$ cat config.mk
export PLATFORM = sky130hd
export DESIGN_NAME = rob_pr_free_q_flat
export DESIGN_NICKNAME = d
export VERILOG_FILES = /design/src/rtl/rob_pr_free_q_if.sv /design/src/rtl/rob_pr_free_q.sv /design/src/flat_wrapper.sv
export SDC_FILE = /design/constraint.sdc
export NUM_CORES = 1
export LEC_CHECK = 0
export BUFFER_PORTS_ARGS = -buffer_cell sky130_fd_sc_hd__buf_2
export CAP_MARGIN = 25
export CELL_PAD_IN_SITES_DETAIL_PLACEMENT = 1
export CELL_PAD_IN_SITES_GLOBAL_PLACEMENT = 2
export CORE_MARGIN = 2
export CORE_UTILIZATION = 41
export CTS_BUF_LIST = sky130_fd_sc_hd__clkbuf_4 sky130_fd_sc_hd__clkbuf_8
export DETAILED_ROUTE_END_ITERATION = 8
export MAX_ROUTING_LAYER = met4
export PLACE_DENSITY = 0.85
export SYNTH_ARGS = -nofsm -noshare
export SYNTH_HDL_FRONTEND = slang
export SYNTH_SLANG_ARGS = --single-unit
export TNS_END_PERCENT = 30
$ cat constraint.sdc
create_clock -name CLK -period 7.16 [get_ports CLK]
set_input_delay 1.79 -clock CLK [delete_from_list [all_inputs] [get_ports CLK]]
set_output_delay 1.79 -clock CLK [all_outputs]
set_load 0.005 [all_outputs]
$ cat src/rtl/rob_pr_free_q_if.sv
// Free-list return interface for rob_pr_free_q.
// Groups the ROB commit enqueue handshake and the per-bank free-list return
// handshake. The queue itself connects through the slave modport; the
// environment (ROB commit stage plus free_list banks) uses the master modport.
interface rob_pr_free_q_if #(
    parameter int LANES      = 4,
    parameter int PR_WIDTH   = 7,
    parameter int BANK_COUNT = 4,
    parameter int UPPER_W    = PR_WIDTH - $clog2(BANK_COUNT)
);
    logic                          enq_valid;
    logic [LANES-1:0]              enq_lane_valid_by_lane;
    logic [LANES*PR_WIDTH-1:0]     enq_PR_by_lane;
    logic                          enq_ready;
    logic [BANK_COUNT-1:0]         free_valid_by_bank;
    logic [BANK_COUNT*UPPER_W-1:0] free_upper_PR_by_bank;
    logic [BANK_COUNT-1:0]         free_ready_by_bank;
    logic                          empty;

    modport master (
        output enq_valid, enq_lane_valid_by_lane, enq_PR_by_lane, free_ready_by_bank,
        input  enq_ready, free_valid_by_bank, free_upper_PR_by_bank, empty
    );

    modport slave (
        input  enq_valid, enq_lane_valid_by_lane, enq_PR_by_lane, free_ready_by_bank,
        output enq_ready, free_valid_by_bank, free_upper_PR_by_bank, empty
    );
endinterface

$ cat src/rtl/rob_pr_free_q.sv
// rob_pr_free_q: buffers physical registers freed at ROB commit and returns
// them, one per bank per cycle, to the banked free list. Bundles drain in
// order; only the head slot is serviced, and same-bank lanes inside a bundle
// are serialized lowest lane first.
//
// Optional build macro ROB_PR_FREE_Q_ZERO_FILTER_EN: when defined, lanes
// carrying PR 0 are dropped at enqueue (p0 is reserved for x0 and never
// returns to the free list). When undefined, PR 0 is an ordinary PR.
module rob_pr_free_q #(
    parameter int ENTRIES    = 2,
    parameter int LANES      = 4,
    parameter int BANK_COUNT = 4,
    parameter int PR_WIDTH   = 7
) (
    input  logic            CLK,
    input  logic            RST,
    rob_pr_free_q_if.slave  bus
);
    localparam int IDX_W   = (ENTRIES > 1) ? $clog2(ENTRIES) : 1;
    localparam int PTR_W   = IDX_W + 1;
    localparam int BANK_W  = $clog2(BANK_COUNT);
    localparam int UPPER_W = PR_WIDTH - BANK_W;
    localparam int LANE_W  = (LANES > 1) ? $clog2(LANES) : 1;

    logic [PTR_W-1:0]    head;
    logic [PTR_W-1:0]    tail;
    logic [LANES-1:0]    slot_pend [ENTRIES];
    logic [PR_WIDTH-1:0] slot_pr   [ENTRIES][LANES];

    logic [IDX_W-1:0] head_idx;
    logic [IDX_W-1:0] tail_idx;
    logic             full;
    logic             is_empty;
    logic [LANES-1:0] enq_mask;
    logic [LANES-1:0] head_pend;
    logic [LANES-1:0] accepted;
    logic             enq_fire;
    logic             deq_fire;

    logic [BANK_COUNT-1:0]             sel_valid;
    logic [BANK_COUNT-1:0][LANE_W-1:0] sel_lane;
    logic [BANK_COUNT*UPPER_W-1:0]     sel_upper;

    // Advance a pointer modulo ENTRIES, toggling the wrap bit on rollover.
    function automatic logic [PTR_W-1:0] ptr_inc(input logic [PTR_W-1:0] p);
        if (p[IDX_W-1:0] == IDX_W'(ENTRIES - 1))
            return {~p[PTR_W-1], {IDX_W{1'b0}}};
        return p + 1'b1;
    endfunction

    assign head_idx = head[IDX_W-1:0];
    assign tail_idx = tail[IDX_W-1:0];
    assign is_empty = (head == tail);
    assign full     = (head_idx == tail_idx) && (head[PTR_W-1] != tail[PTR_W-1]);

    // Effective lane mask of the offered bundle.
`ifdef ROB_PR_FREE_Q_ZERO_FILTER_EN
    always_comb begin
        enq_mask = '0;
        for (int l = 0; l < LANES; l++)
            enq_mask[l] = bus.enq_lane_valid_by_lane[l] &&
                          (bus.enq_PR_by_lane[l*PR_WIDTH +: PR_WIDTH] != '0);
    end
`else
    assign enq_mask = bus.enq_lane_valid_by_lane;
`endif

    // An all-invalid bundle is dropped without consuming a slot.
    assign enq_fire  = bus.enq_valid && !full && (enq_mask != '0);
    assign head_pend = is_empty ? '0 : slot_pend[head_idx];

    // Per bank, pick the lowest pending head lane that maps to that bank.
    always_comb begin
        sel_valid = '0;
        sel_lane  = '0;
        sel_upper = '0;
        accepted  = '0;
        for (int b = 0; b < BANK_COUNT; b++) begin
            for (int l = LANES - 1; l >= 0; l--) begin
                if (head_pend[l] && (slot_pr[head_idx][l][BANK_W-1:0] == BANK_W'(b))) begin
                    sel_valid[b] = 1'b1;
                    sel_lane[b]  = LANE_W'(l);
                end
            end
            if (sel_valid[b]) begin
                sel_upper[b*UPPER_W +: UPPER_W] = slot_pr[head_idx][sel_lane[b]][PR_WIDTH-1:BANK_W];
                if (bus.free_ready_by_bank[b])
                    accepted[sel_lane[b]] = 1'b1;
            end
        end
    end

    // Head retires once every pending lane is either gone or accepted now.
    assign deq_fire = !is_empty && ((head_pend & ~accepted) == '0);

    // Pointers and pending masks; reset discards everything in flight.
    always_ff @(posedge CLK) begin
        if (RST) begin
            head <= '0;
            tail <= '0;
            for (int e = 0; e < ENTRIES; e++)
                slot_pend[e] <= '0;
        end else begin
            if (!is_empty)
                slot_pend[head_idx] <= head_pend & ~accepted;
            if (enq_fire) begin
                slot_pend[tail_idx] <= enq_mask;
                tail                <= ptr_inc(tail);
            end
            if (deq_fire)
                head <= ptr_inc(head);
        end
    end

    // PR payload storage; only meaningful where the pending mask is set.
    always_ff @(posedge CLK) begin
        if (enq_fire)
            for (int l = 0; l < LANES; l++)
                slot_pr[tail_idx][l] <= bus.enq_PR_by_lane[l*PR_WIDTH +: PR_WIDTH];
    end

    assign bus.enq_ready             = !full;
    assign bus.empty                 = is_empty;
    assign bus.free_valid_by_bank    = sel_valid;
    assign bus.free_upper_PR_by_bank = sel_upper;
endmodule

$ cat src/flat_wrapper.sv
// flat-port wrapper written by rule: the top's interface ports become plain ports
module rob_pr_free_q_flat 
#(
    parameter int ENTRIES    = 2,
    parameter int LANES      = 4,
    parameter int BANK_COUNT = 4,
    parameter int PR_WIDTH   = 7
)
  (CLK, RST, bus_enq_valid, bus_enq_lane_valid_by_lane, bus_enq_PR_by_lane, bus_free_ready_by_bank, bus_enq_ready, bus_free_valid_by_bank, bus_free_upper_PR_by_bank, bus_empty);
  rob_pr_free_q_if #(.LANES(LANES), .PR_WIDTH(PR_WIDTH), .BANK_COUNT(BANK_COUNT)) bus_i ();
  input  logic CLK;
  input  logic RST;
  input wire logic [$bits(bus_i.enq_valid)-1:0] bus_enq_valid;
  input wire logic [$bits(bus_i.enq_lane_valid_by_lane)-1:0] bus_enq_lane_valid_by_lane;
  input wire logic [$bits(bus_i.enq_PR_by_lane)-1:0] bus_enq_PR_by_lane;
  input wire logic [$bits(bus_i.free_ready_by_bank)-1:0] bus_free_ready_by_bank;
  output wire logic [$bits(bus_i.enq_ready)-1:0] bus_enq_ready;
  output wire logic [$bits(bus_i.free_valid_by_bank)-1:0] bus_free_valid_by_bank;
  output wire logic [$bits(bus_i.free_upper_PR_by_bank)-1:0] bus_free_upper_PR_by_bank;
  output wire logic [$bits(bus_i.empty)-1:0] bus_empty;
  assign bus_i.enq_valid = bus_enq_valid;
  assign bus_i.enq_lane_valid_by_lane = bus_enq_lane_valid_by_lane;
  assign bus_i.enq_PR_by_lane = bus_enq_PR_by_lane;
  assign bus_i.free_ready_by_bank = bus_free_ready_by_bank;
  assign bus_enq_ready = bus_i.enq_ready;
  assign bus_free_valid_by_bank = bus_i.free_valid_by_bank;
  assign bus_free_upper_PR_by_bank = bus_i.free_upper_PR_by_bank;
  assign bus_empty = bus_i.empty;
  rob_pr_free_q #(.ENTRIES(ENTRIES), .LANES(LANES), .BANK_COUNT(BANK_COUNT), .PR_WIDTH(PR_WIDTH)) u_core (.CLK(CLK), .RST(RST), .bus(bus_i));
endmodule
-- Word level (Yosys, flattened, before mapping)
Memory sizes are Yosys's and may differ from the RTL's. A register that Yosys moved wholly into a read port is not among the register bits.
Index checks and enable logic that the tools add are counted.
Widths: inputs -> output; s select.
- bits in registers: 4
- RAM bits: 64
- bits of input ports: 39
- output and inout port bits: 26
- logic and storage cells: 172
- memories kept: 2
- memories (memory ; words ; bits a word ; read ports ; clocked after Yosys merged registers in ; wr ports ; line ; text):
    u_core.slot_pr ; 2 ; 28 ; 1 ; 1 ; 1 ; rob_pr_free_q.sv:28 ; logic [PR_WIDTH-1:0] slot_pr [ENTRIES][LANES];
    u_core.slot_pend ; 2 ; 4 ; 1 ; 1 ; 2 ; rob_pr_free_q.sv:27 ; logic [LANES-1:0] slot_pend [ENTRIES];
- add/subtract/negate cells: 2
- magnitude comparators: 12
- eq/ne operators: 15
- muxes and demuxes: 94
- bitwise logic cells: 11
- reduce and logical (&&, ||, !) cells: 34
- operators with widths (operator ; number):
    $bmux 7 s2 ; 4
    $mux 7 ; 8
    $mux 4 ; 11
    $mux 1 ; 43
    $mux 2 ; 20
    $logic_and 1x1->1 ; 24
    $mux 5 ; 4
    $eq 2x2->1 const B ; 8
    $ge 3x3->1 const B ; 4
    $lt 2x3->1 const B ; 4
    $not 2->3 ; 4
    $or 4x4->4 ; 3
    $demux 1 s2 ; 4
    $eq 2x1->1 const B ; 4
    $ge 2x1->1 const B ; 4
    $logic_not 2->1 ; 4
    $reduce_or 4->1 ; 2
    $add 2x1->2 const B ; 2
    $and 4x4->4 ; 1
    $logic_not 4->1 ; 1
    $not 4->4 ; 1
    $reduce_bool 4->1 ; 1
    $eq 2x2->1 ; 1
    $logic_not 1->1 ; 2
    3 further kinds ; 4

-- Depth between registers and ports, before layout
Gate-level depths: netlist (run 1).
- depth after elaboration: 31
- gate-level depth with buffers: 11
- depth with buffers taken out: 8

-- Worst setup path before layout (run 1)
Ideal clock, no wire load.
- kind: input -> register
- start: input bus_enq_lane_valid_by_lane[0]
- end: memory u_core.slot_pend[0][0], enable pin
- setup time: 309 ps
- arrival time: 3560 ps
- setup slack: 3291 ps
- cell stages on the path: 4
- path through: or4_1 -> nand3_1 -> nor2_1 -> or3_1
- RTL lines (element ; line ; text):
    start, declared ; flat_wrapper.sv:14 ; input wire logic [$bits(bus_i.enq_lane_valid_by_lane)-1:0] bus_enq_lane_valid_by_lane;
    end, declared ; rob_pr_free_q.sv:27 ;

==> summary by stage, run 1 <==
Run status
The flow ran to the end, and the final reports show no timing, DRC or antenna violations.

Timing
The relative slew slack is 41.81%. On the final layout, the worst clock skew is 0.009448 ns. The final number of hold-violating endpoints is 0. The achievable frequency is 188.1 MHz. The max-slew violation count is 0.

The post-route fraction of the period consumed by the critical path is 74.26%. The final period demand of the worst path is 5.317 ns. Across all hold checks on the routed design, the worst slack comes to 0.5954 ns. Setup violations remaining at the end of the flow were counted as 0. In the final timing run, aggregate negative setup slack is 0 ns.

At the pin with the least slew margin, the transition time is 0.8688 ns. Setup repair after global routing left no endpoint under its margin.

Clocking
The longest clock path from root to sink contains 2 buffers. The number of buffers created by CTS is 9. The clock latency on the worst-skew pair is 0.36 ns. Clock-pin slew was measured on the worst setup and hold paths at 0.08 ns. The quantity of gates resized following cts is 0. The buffer type at the clock tree root is sky130_fd_sc_hd__clkbuf_8. TritonCTS built the clock tree.

Buffers inserted to repair hold after CTS numbered 0. The sink count of the clock tree is 69. Buffers added to address setup during post-CTS repair amount to 0. The number of levels in the clock H-tree is 3.

Critical path
The worst setup path is of the register to primary output kind. Data on the critical path arrives at its endpoint at 3.53 ns. For the worst setup path, the data required time is 5.37 ns. The element type at the critical path start is a register. The worst setup path is captured at a primary output. In this run the worst path has a maximum fanout of 37.

Logic synthesis
Of all cell types, the one taking the most synthesized area is sky130_fd_sc_hd__edfxtp_1. The area of the mapped netlist is 0.004068 mm^2. Among all flip-flop cells after synthesis, the most frequent one is sky130_fd_sc_hd__edfxtp_1. For this run, the number of Yosys warnings is 0. In the post-synthesis netlist, the biggest area contributors are sky130_fd_sc_hd__edfxtp_1, sky130_fd_sc_hd__mux2i_1, sky130_fd_sc_hd__mux2_2, sky130_fd_sc_hd__a21oi_1, sky130_fd_sc_hd__dfxtp_1. The number of synthesized register bits is 69. The number of cells produced by synthesis is 362.

The proportion of synthesized chip area in sequential cells is 49.71%. Counting instances in the post-synthesis netlist gives the leading cell types as sky130_fd_sc_hd__edfxtp_1, sky130_fd_sc_hd__nor2_1, sky130_fd_sc_hd__mux2i_1. The average instance in the mapped netlist occupies 11.24 um^2. The total nets after synthesis is 401. Yosys mapped the design onto 71 distinct sky130hd cell types. The proportion of netlist area held by the largest area contributor is 47.25%.

For this run, asynchronously set or reset flops after synthesis account for 0%. The most common cell in the synthesized netlist is sky130_fd_sc_hd__edfxtp_1. The number of enable-type register cells in the synthesized netlist is 64.

Routing
The post-route antenna net violation count is 0. The routed design has 12010 um of wire. After detailed routing, the average wire length per cell comes to 21.29 um. After detailed routing, the number of vias per cell comes to 5.883.

In this run, the number of DRC markers left after iteration 0 of detailed routing was 171. The post-route DRC violation count is 0. The via total after detailed routing is 3318. The first-pass iteration count of the detailed router is 4.

Global route
The total overflow reported by the global router is 0. Entering global routing, the biggest net connects 38 pins. The number of antenna violations at the first check in global routing is 0. The via count of the first global-routing pass is 3456. In the global route stage, overall resource usage came out at 23.89%.

The first global-routing pass estimated 19150 um of wire.

Die
The vertical die dimension is 103.6 um. The initial core utilization is 42.00%. 65 I/O pins were placed. The total area inside the core boundary comes to 0.009684 mm^2.

The die covers 0.01073 mm^2. The die is 103.6 um wide. In this run the core area contains 36 standard-cell rows.

Placed design
At the end of routability-driven placement, the weighted congestion stood at 0.8609. The number of buffers added on ports is 64. The placed instance count is 547. The final HPWL from detailed placement is 8822 um.

Pwr
The static leakage is 1.759 nW. The worst-case vdd ir drop is 131.8 uV. In this run the power density over the cells is 326.1 mW/mm^2.

Final layout
Excluding fillers, the count of instances in the completed layout stands at 564. The net total in the final layout is 465. The number of inserted filler cells in the final layout is 1077. The area taken by multi-input logic gates is 0.001898 mm^2. The number of antenna cells inserted is 0. The sequential cell area is 0.002023 mm^2.

The fraction of final layout cells sized beyond drive strength 1 is 27.38%. The area added between synthesis and finish is 15.23%.

Run
The count of max-cap constraint violations is 0.

Worst hold path
The classification of the worst-slack hold path is register to register.
state kept, by name, summed over array words and instances, names as in the netlist, named ones only:
signal	cells
u_core.slot_pr	56
u_core.slot_pend	8
u_core.head	2
u_core.tail	2
power breakdown:
part	internal (mW)	switching, mW	leakage, nW
registers	0.524	0.0642	0.650
logic	0.241	0.388	1.01
clock network	0.159	0.153	0.0968
cells by family after synthesis:
family,after synthesis,synth area share (%)
mux,40,10.40
flops,69,49.71
simple gates,113,16.43
compound gates,103,18.30
buf+inv,31,3.691
xor+xnor,6,1.477
stage by stage:
step                      setup WS [ns]  util, %  power [mW]  area (um^2)
final                             1.843    48.40       1.528         4687
after global routing              1.542    48.40       1.620         4687
after CTS                         1.806    48.32       1.531         4679
after detailed placement          2.236    46.37       1.216         4491
after global placement            2.311    46.37       1.200         4491
after floorplan                   3.291        -       1.017         4068
critical path, cell delays in order, from the launching register on:
cell	delay, ns
sky130_fd_sc_hd__dfxtp_2	0.73
sky130_fd_sc_hd__buf_4	0.46
sky130_fd_sc_hd__and2b_1	0.27
sky130_fd_sc_hd__a31oi_1	0.38
sky130_fd_sc_hd__nor2_1	0.16
sky130_fd_sc_hd__o21ai_1	0.53
sky130_fd_sc_hd__o21ai_0	0.18
sky130_fd_sc_hd__o21ai_0	0.12
sky130_fd_sc_hd__o221ai_1	0.16
sky130_fd_sc_hd__buf_2	0.16
final timing paths:
| path | depth (start not counted) | slack [ns] | start | end |
|---|---|---|---|---|
| setup / recovery | 9 | 1.84 | register | bus_free_upper_PR_by_bank[15] |
| setup reg to reg | 8 | 3.70 | register | u_core.head[1] |
| hold reg to reg | 2 | 0.60 | u_core.tail[1] | u_core.tail[1] |
| hold / removal | 2 | 0.60 | u_core.tail[1] | u_core.tail[1] |
layout by cell type, fill, tap and decap left out, types with 4 or more instances in the layout:
master / Yosys / layout
sky130_fd_sc_hd__nand2_1: 21 / 21
sky130_fd_sc_hd__nand4bb_1: 4 / 4
sky130_fd_sc_hd__clkbuf_8: 0 / 9
sky130_fd_sc_hd__o21ai_0: 12 / 12
sky130_fd_sc_hd__dfxtp_1: 5 / 4
sky130_fd_sc_hd__o211ai_1: 7 / 7
sky130_fd_sc_hd__mux2_2: 17 / 17
sky130_fd_sc_hd__nor2b_1: 4 / 4
sky130_fd_sc_hd__and2_1: 4 / 4
sky130_fd_sc_hd__nand3_1: 10 / 10
sky130_fd_sc_hd__o22ai_1: 11 / 11
sky130_fd_sc_hd__edfxtp_1: 64 / 64
sky130_fd_sc_hd__a211oi_1: 5 / 5
sky130_fd_sc_hd__buf_4: 3 / 4
sky130_fd_sc_hd__a31oi_1: 6 / 6
sky130_fd_sc_hd__inv_1: 15 / 15
sky130_fd_sc_hd__buf_2: 6 / 64
sky130_fd_sc_hd__mux2i_1: 22 / 22
sky130_fd_sc_hd__o221ai_1: 8 / 8
sky130_fd_sc_hd__nand3b_1: 4 / 4
sky130_fd_sc_hd__a22o_1: 6 / 6
sky130_fd_sc_hd__nor3_1: 5 / 5
sky130_fd_sc_hd__nand2b_1: 4 / 4
sky130_fd_sc_hd__or3_1: 4 / 4
sky130_fd_sc_hd__a21oi_1: 21 / 21
sky130_fd_sc_hd__nor2_1: 26 / 25
routing by layer:
layer / wire (um) / global-route usage (%) / share of wire [%] / vias up
li1: - / - / - / 1563
met1: 5665 / 32.47 / 47 / 1649
met2: 5571 / 36.19 / 46 / 88
met3: 586 / 4.846 / 4.9 / 18
met4: 184 / 7.529 / 1.5 / 0
met5: 0 / - / 0 / -
area by class of cell:
cell class | count | share of cell area, %
multi-input combinational | 262 | 40.50
timing repair buffer | 68 | 7.475
clock inverter | 7 | 1.388
tap | 133 | 3.550
sequential | 69 | 43.17
inverter | 16 | 1.281
clock buffer | 9 | 2.643
(Power assumes the default switching activity.)
==> run 2, diff against run 1 <==
--- a/config.mk
+++ b/config.mk
@@ -5,16 +5,17 @@
 export SDC_FILE = /design/constraint.sdc
 export NUM_CORES = 1
 export LEC_CHECK = 0
+export ABC_AREA = 1
 export BUFFER_PORTS_ARGS = -buffer_cell sky130_fd_sc_hd__buf_2
 export CAP_MARGIN = 25
 export CELL_PAD_IN_SITES_DETAIL_PLACEMENT = 1
 export CELL_PAD_IN_SITES_GLOBAL_PLACEMENT = 2
 export CORE_MARGIN = 2
-export CORE_UTILIZATION = 41
+export CORE_UTILIZATION = 32
 export CTS_BUF_LIST = sky130_fd_sc_hd__clkbuf_4 sky130_fd_sc_hd__clkbuf_8
 export DETAILED_ROUTE_END_ITERATION = 8
 export MAX_ROUTING_LAYER = met4
-export PLACE_DENSITY = 0.85
+export PLACE_DENSITY = 0.76
 export SYNTH_ARGS = -nofsm -noshare
 export SYNTH_HDL_FRONTEND = slang
 export SYNTH_SLANG_ARGS = --single-unit
==> constraint.sdc (replaced) <==
create_clock -name CLK -period 4.45 [get_ports CLK]
set_input_delay 1.1125 -clock CLK [delete_from_list [all_inputs] [get_ports CLK]]
set_output_delay 1.1125 -clock CLK [all_outputs]
set_load 0.005 [all_outputs]
==> run 2 against run 1 <==
Global-route usage down 7.1 points. Critical endpoint is now bus_free_upper_PR_by_bank[19]. Worst setup slack got worse by 1.2 ns. Via count up 5.4%. Sequential share of layout area down 2.7 points. Routed wire length down 6.3%. Total power increased by 78%. Highest routed layer unchanged. Synthesized cell count up 36%. Clock power grew 79%. Count of clock-buffer cells in the layout increased by 1. Flip-flop and latch count stayed put. First-iteration DRC count up 25%. Largest cell class unchanged.
==> summary by stage, run 2 <==
Run status
Outcome: completed (unchanged).

Pwr
The total power per unit cell area is 544.1 mW/mm^2 (was 326.1 mW/mm^2). The sequential group share of total power is 31.7% (was 38.5%). The clock share of power is 20.5% (was 20.4%). The total power draw came to 2.722 mW (was 1.528 mW). The switching power is 1.187 mW (was 0.6046 mW). The cell internal power dissipation is 1.535 mW (was 0.9238 mW). The static leakage came to 2.229 nW (was 1.759 nW). The worst-case vdd ir drop is 203.2 uV (was 131.8 uV).

The combinational cell fraction of total power is 47.7% (was 41.1%). The switching fraction of total power is 43.62% (was 39.56%).

Clocking
The buffer type at the clock tree root is sky130_fd_sc_hd__clkbuf_8 (unchanged). The number of levels in the clock H-tree came to 3 (unchanged). The clock transition at the registers of the reported paths is 0.08 ns (about the same). The sink count of the clock tree is 69 (unchanged). The TritonCTS clock tree is built (unchanged).

The quantity of gates resized following cts is 0 (unchanged). The maximum clock insertion buffer count was 2 (unchanged). The clock latency on the worst-skew pair came to 0.35 ns (was 0.36 ns). The number of buffers created by CTS is 9 (unchanged).

The number of setup buffers added after CTS came to 0 (unchanged). The total of hold buffers inserted after clock tree synthesis is 0 (unchanged).

Final layout
Registers with the highest flip-flop counts: u_core.slot_pr (56), u_core.slot_pend (8) (unchanged). The fraction of final layout cells sized beyond drive strength 1 is 29.79% (was 27.38%). The net total in the final layout is 598 (was 465). The area taken by multi-input logic gates is 0.001849 mm^2 (was 0.001898 mm^2).

The number of antenna cells inserted is 0 (unchanged). The final cell count without fillers came to 740 (was 564). The area added between synthesis and finish is 15.72% (was 15.23%). Leaving out fill and tap cells, the most frequent cell in the layout is sky130_fd_sc_hd__nand2_1.

The number of inserted filler cells in the final layout is 1599 (was 1077). The number of flip-flops in the largest register is 56 (unchanged). Leading cell types in the layout, fill and taps excluded: sky130_fd_sc_hd__nand2_1, sky130_fd_sc_hd__inv_1, sky130_fd_sc_hd__buf_2, sky130_fd_sc_hd__edfxtp_1, sky130_fd_sc_hd__o21ai_0 (was sky130_fd_sc_hd__buf_2, sky130_fd_sc_hd__edfxtp_1, sky130_fd_sc_hd__nor2_1).

The sequential cell area is 0.002022 mm^2 (was 0.002023 mm^2). The register with the most flip-flops is u_core.slot_pr (unchanged).

Critical path
The highest-delay cell along the critical path is sky130_fd_sc_hd__dfxtp_1 (was sky130_fd_sc_hd__dfxtp_2). The slack of the worst reg-to-reg path is 1.86 ns (was 3.70 ns). Worst-path cell chain: buf_4, nand2_1, nand2_1, nand4_1, nand3_1, nand2_1, nand2_1, o21ai_0, a21oi_1, buf_2 (was buf_4, and2b_1, a31oi_1, nor2_1, o21ai_1, o21ai_0, o21ai_0, o221ai_1, buf_2). The element type at the critical path start is a register (unchanged). The depth of the worst register-to-register path is 16 (was 8). The cell family with the largest share of critical-path delay is simple AND/OR/NAND/NOR gates (was compound AO/OA/AOI/OAI gates). The required time of the critical path is 3.34 ns (was 5.37 ns). The worst-path maximum fanout is 23 (was 37).

The endpoint arrival time on the critical path is 2.69 ns (was 3.53 ns). The longest individual stage delay on the worst path is 0.64 ns (was 0.73 ns). The type of destination of the critical path is a primary output (unchanged). The count of buffer and inverter cells on the critical path is 2 (unchanged). The classification of the worst setup path is register to primary output (unchanged).

The cell repeated most along the worst path is sky130_fd_sc_hd__nand2_1 (was sky130_fd_sc_hd__o21ai_0).

Timing
The post-route fraction of the period consumed by the critical path is 85.39%. The worst slack on hold paths is 0.5089 ns (was 0.5954 ns). The pin slew with the least headroom to its limit was 0.7540 ns (was 0.8688 ns). The setup-violating endpoint count in the final report is 0 (unchanged). The max-slew violation count is 0 (unchanged). The final period demand of the worst path is 3.800 ns. RSZ-0062 raised after global routing: no (unchanged). The relative slew slack came to 49.21% (was 41.81%). The achievable frequency is 263.2 MHz. The final number of hold-violating endpoints is 0 (unchanged). The largest clock skew in the final design came to 0.006832 ns (was 0.009448 ns). The setup TNS after final layout is 0 ns (unchanged).

Logic synthesis
The post-synthesis cell type with the largest combined area is sky130_fd_sc_hd__edfxtp_1 (unchanged). The number of warnings reported in the yosys synthesis log is 0 (unchanged). The share of flip-flops with an asynchronous set or reset was 0% (unchanged). The number of synthesized register bits is 69 (unchanged). The proportion of synthesized chip area in sequential cells was 46.77% (was 49.71%). Ranking of synthesized cells by instance count: sky130_fd_sc_hd__nand2_1, sky130_fd_sc_hd__inv_1, sky130_fd_sc_hd__edfxtp_1 (was sky130_fd_sc_hd__edfxtp_1, sky130_fd_sc_hd__nor2_1, sky130_fd_sc_hd__mux2i_1). The proportion of netlist area held by the largest area contributor is 44.46% (was 47.25%). The number of distinct standard cells referenced by the synthesized netlist is 40 (was 71). The cell with the most instances after synthesis is sky130_fd_sc_hd__nand2_1 (was sky130_fd_sc_hd__edfxtp_1). The prevailing post-synth register cell is sky130_fd_sc_hd__edfxtp_1 (unchanged). Cells taking the most area after synthesis: sky130_fd_sc_hd__edfxtp_1, sky130_fd_sc_hd__nand2_1, sky130_fd_sc_hd__inv_1, sky130_fd_sc_hd__o21ai_0, sky130_fd_sc_hd__nand2_2 (was sky130_fd_sc_hd__edfxtp_1, sky130_fd_sc_hd__mux2i_1, sky130_fd_sc_hd__mux2_2, sky130_fd_sc_hd__a21oi_1, sky130_fd_sc_hd__dfxtp_1).

The total nets after synthesis is 532 (was 401). The number of enable-type register cells in the synthesized netlist is 64 (unchanged). The synthesized area per cell is 8.769 um^2 (was 11.24 um^2). The number of cells produced by synthesis is 493 (was 362).

The area of the mapped netlist is 0.004323 mm^2 (was 0.004068 mm^2).

Die
The die span in x was 120.2 um (was 103.6 um). The count of standard-cell rows is 42 (was 36). The vertical die dimension is 120.2 um (was 103.6 um). The initial core utilization is 32.64% (was 42.00%). The floorplan core area is 0.01324 mm^2 (was 0.009684 mm^2). The overall die area came to 0.01446 mm^2 (was 0.01073 mm^2). The number of ports placed on the die boundary is 65 (unchanged).

Global route
The total overflow reported by the global router is 0 (unchanged). The number of antenna violations at the first check in global routing is 0 (unchanged). The total global-route track usage came to 16.83% (was 23.89%). The wire length of the first global-routing pass is 18170 um (was 19150 um).

The via count of the first global-routing pass is 3481 (was 3456). The largest net degree at the start of global routing came to 30 (was 38).

Placed design
The number of buffers added on ports is 64 (unchanged). The final HPWL from detailed placement was 8957 um (was 8822 um). The placed instance count is 724 (was 547). The final estimated routing congestion in global placement is 0.8387 (was 0.8609).

Worst hold path
The classification of the worst-slack hold path is register to register (unchanged). The destination of the worst hold path is u_core.tail[1] (unchanged). The worst hold path stage count is 1 (was 2). The start point of the worst hold path is u_core.tail[1] (unchanged).

Routing
The number of design-rule violations left by the first detailed-router iteration was 214 (was 171). The via total after detailed routing is 3496 (was 3318). The sum of routed wire length over all layers is 11260 um (was 12010 um). The first-pass iteration count of the detailed router came to 5 (was 4). The routed length per placed instance is 15.21 um (was 21.29 um).

The post-route DRC violation count is 0 (unchanged). The mean number of vias per cell is 4.724 (was 5.883). The post-route antenna net violation count is 0 (unchanged).

Run
The count of max-cap constraint violations came to 0 (unchanged).
==> run 2: changes by cell type after synthesis, moves of 8 or more <==
cell,before,now
sky130_fd_sc_hd__inv_2,1,9
sky130_fd_sc_hd__nand2_4,0,10
sky130_fd_sc_hd__nand3_2,1,9
sky130_fd_sc_hd__inv_1,15,75
sky130_fd_sc_hd__nand2_2,0,27
sky130_fd_sc_hd__o21ai_0,12,47
sky130_fd_sc_hd__o221ai_1,8,0
sky130_fd_sc_hd__nand2_1,21,110
sky130_fd_sc_hd__mux2_2,17,0
sky130_fd_sc_hd__nor2_2,0,10
sky130_fd_sc_hd__mux2i_1,22,0
==> run 2: through the flow <==
step	setup slack, ns	cell area (um^2)	util [%]
5_1_grt	0.3852	5002	37.77
3_3_place_gp	1.070	4783	36.12
3_5_place_dp	1.004	4783	36.12
6_report	0.6502	5002	37.77
4_1_cts	0.5903	5002	37.77
2_1_floorplan	0.8957	4323	-
==> run 2: final cells by class <==
type,instances,area share (%)
sequential,69,40.42
clock inverter,6,1.751
inverter,88,6.828
timing repair buffer,68,7.003
clock buffer,10,2.626
tap,176,4.402
multi-input combinational,323,36.97
==> run 2: routing by layer <==
layer	global-route usage, %	share of wire (%)	up-vias
met1	23.26	49	1635
li1	-	-	1776
met5	-	0	-
met3	3.160	5.3	9
met2	25.71	45	76
met4	4.215	0.96	0
==> run 2: worst reg2reg max path, cell delays in order, from the launching register on <==
cell and delay [ns]:
sky130_fd_sc_hd__dfxtp_1 0.64, sky130_fd_sc_hd__buf_4 0.33, sky130_fd_sc_hd__nand2_1 0.12, sky130_fd_sc_hd__nand2_4 0.11, sky130_fd_sc_hd__clkinv_2 0.07, sky130_fd_sc_hd__nand2_2 0.09
sky130_fd_sc_hd__nor2_2 0.05, sky130_fd_sc_hd__nand2_2 0.11, sky130_fd_sc_hd__nand2_2 0.08, sky130_fd_sc_hd__nand2_4 0.16, sky130_fd_sc_hd__nor2_2 0.06, sky130_fd_sc_hd__nor2_1 0.15
sky130_fd_sc_hd__nand3_2 0.17, sky130_fd_sc_hd__nand3_2 0.16, sky130_fd_sc_hd__nand2_1 0.06, sky130_fd_sc_hd__nand2_1 0.07, sky130_fd_sc_hd__nor2_1 0.05
==> run 2: cells by family (layout without fill, tap and decap cells) <==
group | count (synthesis) | count (layout) | synth area share, %
and+or+nand+nor | 217 | 217 | 27.96
buffers and inverters | 101 | 172 | 10.56
DFF | 69 | 69 | 46.77
xor gates and xnor gates | 1 | 1 | 0.2026
AOI/OAI and AO/OA | 105 | 105 | 14.50
==> run 2: worst max path at each step <==
stage / slack [ns] / end / cells after the start / from
finish: 0.65 / bus_free_upper_PR_by_bank[19] / 10 / register
global route: 0.39 / bus_free_upper_PR_by_bank[15] / 13 / register
CTS: 0.59 / bus_free_upper_PR_by_bank[19] / 10 / register
detailed placement: 1.00 / bus_free_upper_PR_by_bank[19] / 10 / register
global placement: 1.07 / bus_free_upper_PR_by_bank[9] / 13 / register
floorplan: 0.90 / u_core.slot_pend[1][0] / 6 / bus_enq_lane_valid_by_lane[3]
==> run 2: power by group through the flow <==
stage / clock network (mW) / registers [mW] / logic (mW)
4_1_cts: 0.583 / 0.865 / 1.32
3_3_place_gp: 0 / 0.875 / 1.28
2_1_floorplan: 0 / 0.856 / 1.00
6_report: 0.559 / 0.863 / 1.30
3_5_place_dp: 0 / 0.880 / 1.31
5_1_grt: 0.599 / 0.874 / 1.47
==> run 3, diff against run 2 <==
--- a/config.mk
+++ b/config.mk
@@ -10,6 +10,7 @@
 export CAP_MARGIN = 25
 export CELL_PAD_IN_SITES_DETAIL_PLACEMENT = 1
 export CELL_PAD_IN_SITES_GLOBAL_PLACEMENT = 2
+export CORE_ASPECT_RATIO = 1.5
 export CORE_MARGIN = 2
 export CORE_UTILIZATION = 32
 export CTS_BUF_LIST = sky130_fd_sc_hd__clkbuf_4 sky130_fd_sc_hd__clkbuf_8
==> run 3 against run 2 <==
Global-route usage is 1.7 points higher. Total power decreased by 0.12%. Non-clock buffer count shrank 1. Cell count decreased by 2.0%. Hold slack gained 0.016 ns. Clock power shrank 7.2%. Critical path depth is 2 higher. Die area up 0.13%. Register-to-register slack got worse by 0.16 ns. Sequential power hardly changed. Core utilization decreased by 0.62 points. Critical path type unchanged.
==> summary by stage, run 3 (synthesis results as in run 2) <==
Pwr
The clock share of power is 19.1% (was 20.5%). The sequential group share of total power was 31.7% (about the same). The worst-case vdd ir drop is 428.2 uV (was 203.2 uV). The cell internal power dissipation is 1.471 mW (was 1.535 mW). The static leakage is 2.221 nW (was 2.229 nW). The total power draw is 2.719 mW (was 2.722 mW). The total power per unit cell area is 548.6 mW/mm^2 (was 544.1 mW/mm^2).

The switching power came to 1.248 mW (was 1.187 mW). The switching fraction of total power is 45.91% (was 43.62%). The combinational cell fraction of total power is 49.2% (was 47.7%).

Die
The floorplan core area is 0.01334 mm^2 (was 0.01324 mm^2). The number of ports placed on the die boundary is 65 (unchanged). The overall die area is 0.01447 mm^2 (was 0.01446 mm^2). The vertical die dimension came to 146.4 um (was 120.2 um). The initial core utilization is 32.41% (was 32.64%). The count of standard-cell rows is 52 (was 42).

The die span in x is 98.90 um (was 120.2 um).

Worst hold path
The classification of the worst-slack hold path is register to register (unchanged). The worst hold path stage count came to 2 (was 1).

Critical path
The required time of the critical path is 3.34 ns (about the same). The highest-delay cell along the critical path is sky130_fd_sc_hd__dfxtp_1 (unchanged). The type of destination of the critical path is a primary output (unchanged). The depth of the worst register-to-register path is 16 (unchanged). The longest individual stage delay on the worst path is 0.64 ns (about the same). The element type at the critical path start is a register (unchanged). The endpoint arrival time on the critical path came to 2.91 ns (was 2.69 ns).

Worst-path cell chain: buf_4, nand2_1, nand2_4, clkinv_2, nand2_1, nor2_2, nand2_1, nand2_2, nand3_1, o22ai_1, a211oi_1, buf_2 (was buf_4, nand2_1, nand2_1, nand4_1, nand3_1, nand2_1, nand2_1, o21ai_0, a21oi_1, buf_2). The slack of the worst reg-to-reg path is 1.70 ns (was 1.86 ns). The cell repeated most along the worst path is sky130_fd_sc_hd__nand2_1 (unchanged).

The classification of the worst setup path is register to primary output (unchanged). The worst-path maximum fanout is 43 (was 23).

Final layout
The final core utilization is 37.16% (was 37.77%). The number of flip-flops in the largest register is 56 (unchanged). The number of antenna cells inserted is 0 (unchanged).

The register with the most flip-flops is u_core.slot_pr (unchanged). Leading cell types in the layout, fill and taps excluded: sky130_fd_sc_hd__nand2_1, sky130_fd_sc_hd__inv_1, sky130_fd_sc_hd__buf_2, sky130_fd_sc_hd__edfxtp_1, sky130_fd_sc_hd__o21ai_0 (unchanged). Registers with the highest flip-flop counts: u_core.slot_pr (56), u_core.slot_pend (8) (unchanged). The net total in the final layout was 597 (was 598). The leading cell type in the layout, fill and taps excluded is sky130_fd_sc_hd__nand2_1 (unchanged). The fraction of final layout cells sized beyond drive strength 1 is 29.66% (was 29.79%).

The number of inserted filler cells in the final layout is 1584 (was 1599). The area added between synthesis and finish is 14.65% (was 15.72%).

Routing
The post-route antenna net violation count came to 0 (unchanged). The mean number of vias per cell was 4.928 (was 4.724). The routed length per placed instance was 17.41 um (was 15.21 um).

The post-route DRC violation count was 0 (unchanged). The number of design-rule violations left by the first detailed-router iteration is 84 (was 214). The sum of routed wire length over all layers is 12620 um (was 11260 um). The first-pass iteration count of the detailed router was 4 (was 5). The via total after detailed routing was 3573 (was 3496).

Global route
The total global-route track usage is 18.55% (was 16.83%). The wire length of the first global-routing pass came to 20070 um (was 18170 um). The largest net degree at the start of global routing came to 44 (was 30). The number of antenna violations at the first check in global routing is 0 (unchanged). The global routing met2 resource utilization is 35.30% (was 25.71%). The total overflow reported by the global router came to 0 (unchanged). The met3 usage in global routing is 3.542% (was 3.160%). The routing usage on met1 is 18.79% (was 23.26%). The most crowded layer after global routing is met2 (unchanged). The via count of the first global-routing pass came to 3770 (was 3481).

Clocking
The quantity of gates resized following cts is 0 (unchanged). The sink count of the clock tree came to 69 (unchanged). The number of levels in the clock H-tree is 3 (unchanged). The clock transition at the registers of the reported paths came to 0.08 ns (about the same). The number of buffers created by CTS is 9 (unchanged). The number of setup buffers added after CTS is 0 (unchanged). The total of hold buffers inserted after clock tree synthesis is 0 (unchanged). The maximum clock insertion buffer count came to 2 (unchanged). The clock latency on the worst-skew pair came to 0.35 ns (about the same). The TritonCTS clock tree is built (unchanged). The buffer type at the clock tree root is sky130_fd_sc_hd__clkbuf_8 (unchanged).

Timing
The setup-violating endpoint count in the final report was 0 (unchanged). The max-slew violation count was 0 (unchanged). The relative slew slack was 36.51% (was 49.21%). The worst path setup slack after routing is 0.4314 ns (was 0.6502 ns). The setup TNS after final layout came to 0 ns (unchanged). The final period demand of the worst path was 4.019 ns (was 3.800 ns). The achievable frequency came to 248.8 MHz (was 263.2 MHz). The pin slew with the least headroom to its limit came to 0.9424 ns (was 0.7540 ns).

RSZ-0062 raised after global routing: no (unchanged). The post-route fraction of the period consumed by the critical path is 90.31% (was 85.39%). The largest clock skew in the final design came to 0.009956 ns (was 0.006832 ns). The final number of hold-violating endpoints is 0 (unchanged).

Placed design
The final HPWL from detailed placement is 10130 um (was 8957 um). The number of buffers added on ports is 64 (unchanged). The pre-CTS setup slack is 0.7891 ns (was 1.004 ns).

The final estimated routing congestion in global placement came to 0.9003 (was 0.8387).

Run status
Outcome: completed (unchanged).

Run
The count of max-cap constraint violations came to 0 (unchanged).
-- run 3: changes by cell type in the layout (fill, tap and decap cells not counted) --
cell / delta
sky130_fd_sc_hd__buf_4: -1
sky130_fd_sc_hd__bufinv_16: -1
sky130_fd_sc_hd__clkbuf_4: -1
sky130_fd_sc_hd__clkinv_2: +1
sky130_fd_sc_hd__clkinv_4: +2
sky130_fd_sc_hd__clkinvlp_4: -2
sky130_fd_sc_hd__inv_6: +1
-- run 3: routing by layer --
metal | wire length [um] | vias to the layer above
li1 | - | 1765
met1 | 4681 | 1723
met2 | 7275 | 69
met3 | 369 | 16
met4 | 294 | 0
met5 | 0 | -
-- run 3: stage by stage --
step / hold WS [ns] / cell area [um^2] / cells
6_report: 0.5250 / 4956 / 725
5_1_grt: 0.5587 / 4956 / 725
4_1_cts: 0.5219 / 4956 / 725
3_5_place_dp: 0.5141 / 4758 / 709
3_3_place_gp: 0.4887 / 4758 / 709
2_1_floorplan: 0.4678 / 4323 / 493
-- run 3: path summary, 6_finish.rpt --
check	startpoint	endpoint
worst max-delay path	register	bus_free_upper_PR_by_bank[4]
worst min-delay path	u_core.head[1]	u_core.head[1]
worst max register to register	register	register
worst min register to register	u_core.head[1]	u_core.head[1]
-- run 3: layout make-up --
class | instances | area, um^2 | share of cell area [%]
inverter | 88 | 341.6 | 6.892
multi-input combinational | 323 | 1849 | 37.31
tap | 162 | 202.7 | 4.090
clock inverter | 7 | 73.82 | 1.490
sequential | 69 | 2022 | 40.80
clock buffer | 9 | 123.9 | 2.499
timing repair buffer | 67 | 342.8 | 6.917
-- run 3: worst max-delay path, delay by kind of cell, from the launching register on --
kind	cells	cell delay, ns
buf+inv	3	0.70
flops	1	0.64
compound gates	2	0.43
simple gates	7	0.78
-- run 3: power groups by stage --
| stage | Clock [mW] | Sequential, mW | Combinational (mW) |
|---|---|---|---|
| 6_report | 0.519 | 0.861 | 1.34 |
| 5_1_grt | 0.558 | 0.871 | 1.49 |
| 4_1_cts | 0.530 | 0.863 | 1.36 |
| 3_5_place_dp | 0 | 0.877 | 1.36 |
| 3_3_place_gp | 0 | 0.873 | 1.34 |
| 2_1_floorplan | 0 | 0.856 | 1.00 |
